File: config.mk
export PLATFORM = sky130hd
export DESIGN_NAME = cpu_test_ctrl
export DESIGN_NICKNAME = d
export VERILOG_FILES = /design/src/rtl/cpu_test_ctrl.sv
export SDC_FILE = /design/constraint.sdc
export NUM_CORES = 1
export LEC_CHECK = 0
export CORE_AREA = 3 3 79 81
export CTS_BUF_LIST = sky130_fd_sc_hd__clkbuf_2
export DETAILED_ROUTE_END_ITERATION = 16
export DIE_AREA = 0 0 82 84
export PLACE_DENSITY = 0.71
export SLEW_MARGIN = 20
export SYNTH_ARGS = -nofsm -noshare
export SYNTH_HDL_FRONTEND = slang
export SYNTH_SLANG_ARGS = --single-unit
File: constraint.sdc
create_clock -name clk_i -period 1.95 [get_ports clk_i]
set_input_delay 0.2925 -clock clk_i [delete_from_list [all_inputs] [get_ports clk_i]]
set_output_delay 0.2925 -clock clk_i [all_outputs]
set_load 0.01 [all_outputs]
File: src/rtl/cpu_test_ctrl.sv
// cpu_test_ctrl: reset/run sequencer for CPU bring-up with signature-based pass/fail/timeout.
// Define CPU_TEST_WBCOUNT_EN to build the non-r0 write-back counter on wb_count_o.
//
// state    | meaning
// ---------+----------------------------------------------------------
// S_RST_PH | core held in reset for RST_CYCLES cycles
// S_RUN    | core running, watching write-back for the signature
// S_DONE   | core frozen, result flags and cycle count held
module cpu_test_ctrl #(
    parameter int RST_CYCLES = 10,
    parameter int RUN_CYCLES = 15,
    parameter int CNT_W      = 16,
    parameter int DATA_W     = 32,
    parameter int ADDR_W     = 5,
    parameter int SIG_ADDR   = 2,
    parameter int PASS_VALUE = 1
) (
    input  logic              clk_i,
    input  logic              rst_i,
    input  logic              restart_i,
    input  logic              wb_we_i,
    input  logic [ADDR_W-1:0] wb_addr_i,
    input  logic [DATA_W-1:0] wb_data_i,
    output logic              core_rst_o,
    output logic              running_o,
    output logic              done_o,
    output logic              pass_o,
    output logic              fail_o,
    output logic              timeout_o,
    output logic [CNT_W-1:0]  cycles_o,
    output logic [CNT_W-1:0]  wb_count_o
);

    typedef enum logic [1:0] {
        S_RST_PH = 2'd0,
        S_RUN    = 2'd1,
        S_DONE   = 2'd2
    } state_e;

    localparam logic [CNT_W-1:0]  RST_LAST = CNT_W'(RST_CYCLES - 1);
    localparam logic [CNT_W-1:0]  RUN_LAST = CNT_W'(RUN_CYCLES - 1);
    localparam logic [ADDR_W-1:0] SIG_A    = ADDR_W'(SIG_ADDR);
    localparam logic [DATA_W-1:0] PASS_V   = DATA_W'(PASS_VALUE);
    localparam bit                SIG_OK   = (SIG_ADDR != 0);

    state_e           state_q, state_d;
    logic [CNT_W-1:0] cnt_q, cnt_d;
    logic [CNT_W-1:0] cycles_q, cycles_d;
    logic             pass_q, pass_d;
    logic             fail_q, fail_d;
    logic             timeout_q, timeout_d;

    logic wb_valid;
    logic sig_hit;
    logic rst_end;
    logic run_end;

    // r0 writes never count and can never be the signature
    assign wb_valid = wb_we_i && (wb_addr_i != '0);
    assign sig_hit  = SIG_OK && wb_valid && (wb_addr_i == SIG_A);
    assign rst_end  = (cnt_q == RST_LAST);
    assign run_end  = (cycles_q == RUN_LAST);

    always_ff @(posedge clk_i) begin
        if (rst_i) begin
            state_q <= S_RST_PH;
        end else begin
            state_q <= state_d;
        end
    end

    always_comb begin
        state_d = state_q;
        case (state_q)
            S_RST_PH: if (rst_end) state_d = S_RUN;
            S_RUN:    if (sig_hit || run_end) state_d = S_DONE;
            S_DONE:   if (restart_i) state_d = S_RST_PH;
            default:  state_d = S_RST_PH;
        endcase
    end

    always_comb begin
        core_rst_o = 1'b1;
        running_o  = 1'b0;
        done_o     = 1'b0;
        case (state_q)
            S_RUN: begin
                core_rst_o = 1'b0;
                running_o  = 1'b1;
            end
            S_DONE:  done_o = 1'b1;
            default: ;
        endcase
    end

    // signature takes priority over the last-cycle timeout
    always_comb begin
        cnt_d     = cnt_q;
        cycles_d  = cycles_q;
        pass_d    = pass_q;
        fail_d    = fail_q;
        timeout_d = timeout_q;
        case (state_q)
            S_RST_PH: cnt_d = rst_end ? '0 : cnt_q + CNT_W'(1);
            S_RUN: begin
                if (sig_hit) begin
                    pass_d = (wb_data_i == PASS_V);
                    fail_d = (wb_data_i != PASS_V);
                end else if (run_end) begin
                    timeout_d = 1'b1;
                end else begin
                    cycles_d = cycles_q + CNT_W'(1);
                end
            end
            S_DONE: begin
                if (restart_i) begin
                    cnt_d     = '0;
                    cycles_d  = '0;
                    pass_d    = 1'b0;
                    fail_d    = 1'b0;
                    timeout_d = 1'b0;
                end
            end
            default: cnt_d = '0;
        endcase
    end

    always_ff @(posedge clk_i) begin
        if (rst_i) begin
            cnt_q     <= '0;
            cycles_q  <= '0;
            pass_q    <= 1'b0;
            fail_q    <= 1'b0;
            timeout_q <= 1'b0;
        end else begin
            cnt_q     <= cnt_d;
            cycles_q  <= cycles_d;
            pass_q    <= pass_d;
            fail_q    <= fail_d;
            timeout_q <= timeout_d;
        end
    end

    assign pass_o    = pass_q;
    assign fail_o    = fail_q;
    assign timeout_o = timeout_q;
    assign cycles_o  = cycles_q;

`ifdef CPU_TEST_WBCOUNT_EN
    logic [CNT_W-1:0] wb_cnt_q, wb_cnt_d;

    always_comb begin
        wb_cnt_d = wb_cnt_q;
        if (state_q == S_RUN && wb_valid && wb_cnt_q != '1) begin
            wb_cnt_d = wb_cnt_q + CNT_W'(1);
        end else if (state_q == S_DONE && restart_i) begin
            wb_cnt_d = '0;
        end
    end

    always_ff @(posedge clk_i) begin
        if (rst_i) begin
            wb_cnt_q <= '0;
        end else begin
            wb_cnt_q <= wb_cnt_d;
        end
    end

    assign wb_count_o = wb_cnt_q;
`else
    assign wb_count_o = '0;
`endif

endmodule

# After elaboration in Yosys (flattened, before gate mapping)
# Index checks and enable logic that the tools add are counted.
# word_totals
regBits	37
output_inout_bits	38
elab_cells	55
# op_classes
add_sub_neg	2
eq_ne	14
mux	21
n_bitwise	1
n_reduce_logical	11
# ops
operator	count
2-to-1 mux 16 bit	4
one-hot mux 16 bit (3 select lines)	1
adder 16 x 1 -> 16 bit (second input constant)	2
equality test 16 x 4 -> 1 bit (second input constant)	2
equality test 32 x 1 -> 1 bit (second input constant)	1
inequality test 32 x 1 -> 1 bit (second input constant)	1
one-hot mux 16 bit (2 select lines)	1
inequality test 2 bit (second input constant)	7
2-to-1 mux 1 bit	8
AND reduction 4 bit	2
2-to-1 mux 2 bit	3
one-hot mux 1 bit (2 select lines)	3
one-hot mux 2 bit (3 select lines)	1
AND reduction 3 bit	2
equality test 5 x 2 -> 1 bit (second input constant)	1
nonzero test 5 bit	1
equality test 2 x 1 -> 1 bit (second input constant)	1
equality test 2 bit (second input constant)	1
logical AND 1 bit	2
logical NOT 2 bit	1
AND reduction 2 bit	1
nonzero test 2 bit	1
logical OR 1 bit	1
NOT 1 bit	1

# Depth between registers and ports, before layout
# Gate-level depths: netlist of run 1.
# logic_depth
ltp_word	6
depth_mapped	9

# Worst setup path after synthesis of run 1
# OpenSTA, ideal clock, no wires.
# synth_timing
path_kind	register to register
startpoint	reg cnt_q[1]
endpoint	reg cnt_q[3]
arrival_time_ns	1.691
t_required_ns	1.879
slack_ns	0.188
stages_incl_launch_ff	8
path_buffers	1
path_cell_list	dfxtp_1 -> inv_1 -> ha_1 -> nor4b_1 -> a41o_1 -> buf_6 -> or4b_1 -> a21oi_1
# synth_via
elab_chain_cells	3
# synth_rtl
item	line	text
start: declaration	47	logic [CNT_W-1:0] cnt_q, cnt_d;
start signal: assignment	136	cnt_q <= cnt_d;
adder 16 x 1 -> 16 bit / equality test 16 x 4 -> 1 bit (equally long branches)	104, 61	
2-to-1 mux 16 bit (*)	104	S_RST_PH: cnt_d = rst_end ? '0 : cnt_q + CNT_W'(1);
one-hot mux 16 bit (3 select lines) (*)	103	case (state_q)
# Every way passes the cells marked *; elsewhere a longest branch is shown, timed or not.
# A chain may end at the register's enable or synchronous reset.

# Worst setup path after layout of run 1
# layout_timing
startpoint	reg cnt_q[1]
endpoint	reg cnt_q[14]
# Same word-level chain as after synthesis.

==> results.tsv, run 1 <==
metric	value	unit
clock buffer depth	2	
first-pass GRT wire length	9.44	mm
Worst-Skew Late Latency	0.39	ns
worst r2r dst	cnt_q[14]$_SDFFE_PP0P_	
CTS tree	yes	
# clock sinks	37	
fraction of layout cells with a size suffix above 1	0.149	
Hold WC Path Type	reg -> reg	
clock root cell	clkbuf_2	
Mapped Area	0.00220	sq mm
placed insts	421	
H-tree lvl count	2	
power per cell area	464	mW/mm^2
critical path class	reg -> reg	
FP Rows	27	
DR vias/cell	5.32	
reg2reg start	cnt_q[1]$_SDFFE_PP0P_	
drt pass-1 iters	4	
vias in the first global route	2142	
GR Overflow Total	0	
Nets	406	
post-synthesis async set-or-reset flop share	0	
Post-synth EDFFs	0	
maximum fanout along the worst path	5	
largest net degree at the start of global routing	21	
DR DRC count	0	
DPL Wire Length	4.42	mm
multi-input logic area	0.00132	sq mm
Final Instance Count excl. Fillers	434	
final setup TNS	0	ns
CP Launch Type	flop	
Hold Vio Cnt, Final	0	
full die area	0.00689	sq mm
final setup fails	0	
Max Slew Vio Count	0	
Max Fclk	533	MHz
Yosys warnings	0	
register area	743	sq um
TritonCTS buffer count	5	
post-synth top area cell	dfxtp_1	
Core ar.	0.00554	sq mm
Unique masters post-synth	52	
post-synthesis register bit count	37	
I/O Buffers	62	
CP Data Arrival Time	2.19	ns
r2r setup slk	0.07	ns
# fillers	511	
GRT Util Overall	0.167	
post-synthesis sequential area ratio	0.337	
crit path capture type	flop	
Routed Antenna Nets	0	
Pleak	0.00112	uW
Most used DFF post-synth	dfxtp_1	
Area growth syn-to-layout	40.7	%
Mapped Cells	273	
First DRT Iteration DRCs	101	
PnR worst setup slack	0.0735	ns
Post-synth top cells	37 x dfxtp_1, 24 x a21oi_1, 20 x nor2_1, 19 x nand2_1, 18 x o21ai_0	
placer's final routability congestion estimate	0.839	
fin crit share	0.962	
CP startpoint	cnt_q[1]$_SDFFE_PP0P_	
most numerous cell in the Yosys netlist	dfxtp_1	
clk_skew	0.0288	ns
initial antenna violation count	0	
Inserted Diodes	0	
clk slew on worst S/H paths	0.21	ns
pre-CTS setup slack	-0.105	ns
drt wl/cell	13.2	um
Placed Area	0.00297	sq mm
Synth top area share	0.337	
routed vias	2309	
Period minus WS final	1.88	ns
worst path required time	2.27	ns
R2R depth	7	
Ports	79	
initial core utilization	0.397	
Die Y	84	um
die width	82	um
cell area after layout	0.00310	sq mm
maximum VDD drop	0.395	mV
hold_buf cts	0	
Avg Inst Size Synth	8.06	sq um
WL final	5.72	mm
Setup crit end	cnt_q[14]$_SDFFE_PP0P_	
status	finished, final reports clean	
largest cells by area after synthesis	dfxtp_1 34%, a21oi_1 5.5%, buf_4 5.5%, o21ai_0 4.1%, nor4_1 4.0%	
total of max-cap violations	0	
==> kinds of logic after synthesis <==
group	count (synthesis)	share of synthesized area
compound gates	70	0.202
simple gates	118	0.304
buf+inv	34	0.0978
fa+ha+maj	4	0.0227
xor+xnor	9	0.0358
other cells	1	0.00170
flops	37	0.337
==> registers in the layout (all words and copies together), names as in the netlist <==
register	count
cnt_q	16
state_q	2
timeout_o	1
cycles_o	16
fail_o	1
pass_o	1
==> worst min-delay path by stage <==
stage / startpoint / end / slack, ns / cells past startpoint
finish: fail_o$_SDFFE_PP0P_ / fail_o$_SDFFE_PP0P_ / 0.48 / 2
global route: fail_o$_SDFFE_PP0P_ / fail_o$_SDFFE_PP0P_ / 0.53 / 2
CTS: fail_o$_SDFFE_PP0P_ / fail_o$_SDFFE_PP0P_ / 0.49 / 2
detailed placement: fail_o$_SDFFE_PP0P_ / fail_o$_SDFFE_PP0P_ / 0.46 / 2
global placement: fail_o$_SDFFE_PP0P_ / fail_o$_SDFFE_PP0P_ / 0.46 / 2
floorplan: cnt_q[15]$_SDFFE_PP0P_ / cnt_q[15]$_SDFFE_PP0P_ / 0.46 / 2
==> metal layers <==
metal,up-vias,track usage,routed length (um),share of wire
met5,-,0,0,0
met4,0,0.0378,52,0.0091
met3,6,0.0324,310,0.054
met2,54,0.289,2830,0.49
met1,1083,0.209,2530,0.44
li1,1166,-,-,-
==> final cells by class <==
cell class              count  share of cell area
multi-input cells         217               0.425
repair buffers             92               0.274
flip-flops and latches     37               0.240
well taps                  72              0.0291
clock inverters             2              0.0125
clock buffers               6             0.00970
inverters                   8             0.00970
==> worst max-delay path, stage by stage, from the launching register on <==
cell and delay (ns):
dfxtp_2 0.37, inv_1 0.04, ha_1 0.18, nor4b_1 0.16
a41o_1 0.27, buf_4 0.16, or4_4 0.51, a21oi_2 0.12
==> cells in the final DEF, fill, tap and decap left out, types with 2 or more instances in the layout <==
cell / n
a211oi_1: 5
a21oi_1: 23
a31oi_1: 7
and3_1: 5
and4_1: 2
buf_4: 30
clkbuf_2: 6
clkdlybuf4s50_1: 59
conb_1: 16
dfxtp_1: 35
dfxtp_2: 2
dlymetal6s2s_1: 2
ha_1: 4
inv_1: 7
nand2_1: 19
nand3_1: 16
nand4_1: 8
nor2_1: 20
nor2b_1: 2
nor3_1: 8
nor4_1: 13
nor4b_1: 3
o2111ai_1: 3
o211ai_1: 2
o21ai_0: 18
or3_1: 9
xnor2_1: 2
xor2_1: 7
==> metrics by stage <==
stage          power, uW  hold WS, ns  utilization
2_1_floorplan        865        0.459            -
3_3_place_gp         947        0.462        0.536
3_5_place_dp         951        0.463        0.536
4_1_cts             1450        0.491        0.551
5_1_grt             1500        0.527        0.559
6_report            1440        0.485        0.559
==> power breakdown <==
part           switching, uW  leakage (uW)  internal (uW)  total [uW]
sequential              3.67      0.000299            764         768
clock                    273     0.0000432            225         498
combinational           69.7      0.000782            101         171
==> what timing repair did <==
action / 4_1_cts / 5_1_grt
pin swaps: 1 / 3
buffers inserted: 2 / 3
setup endpoints to repair: 2 / 9
gates resized for setup: 1 / 7
Note: power is estimated with default switching activity, not from simulation.
==> run 2: changes to the inputs <==
--- a/config.mk
+++ b/config.mk
@@ -7,6 +7,7 @@
 export LEC_CHECK = 0
 export CORE_AREA = 3 3 79 81
 export CTS_BUF_LIST = sky130_fd_sc_hd__clkbuf_2
+export CTS_CLUSTER_SIZE = 14
 export DETAILED_ROUTE_END_ITERATION = 16
 export DIE_AREA = 0 0 82 84
 export PLACE_DENSITY = 0.71
==> results of run 2 <==
No change in the layout: final DEF, timing and power equal those of run 1.
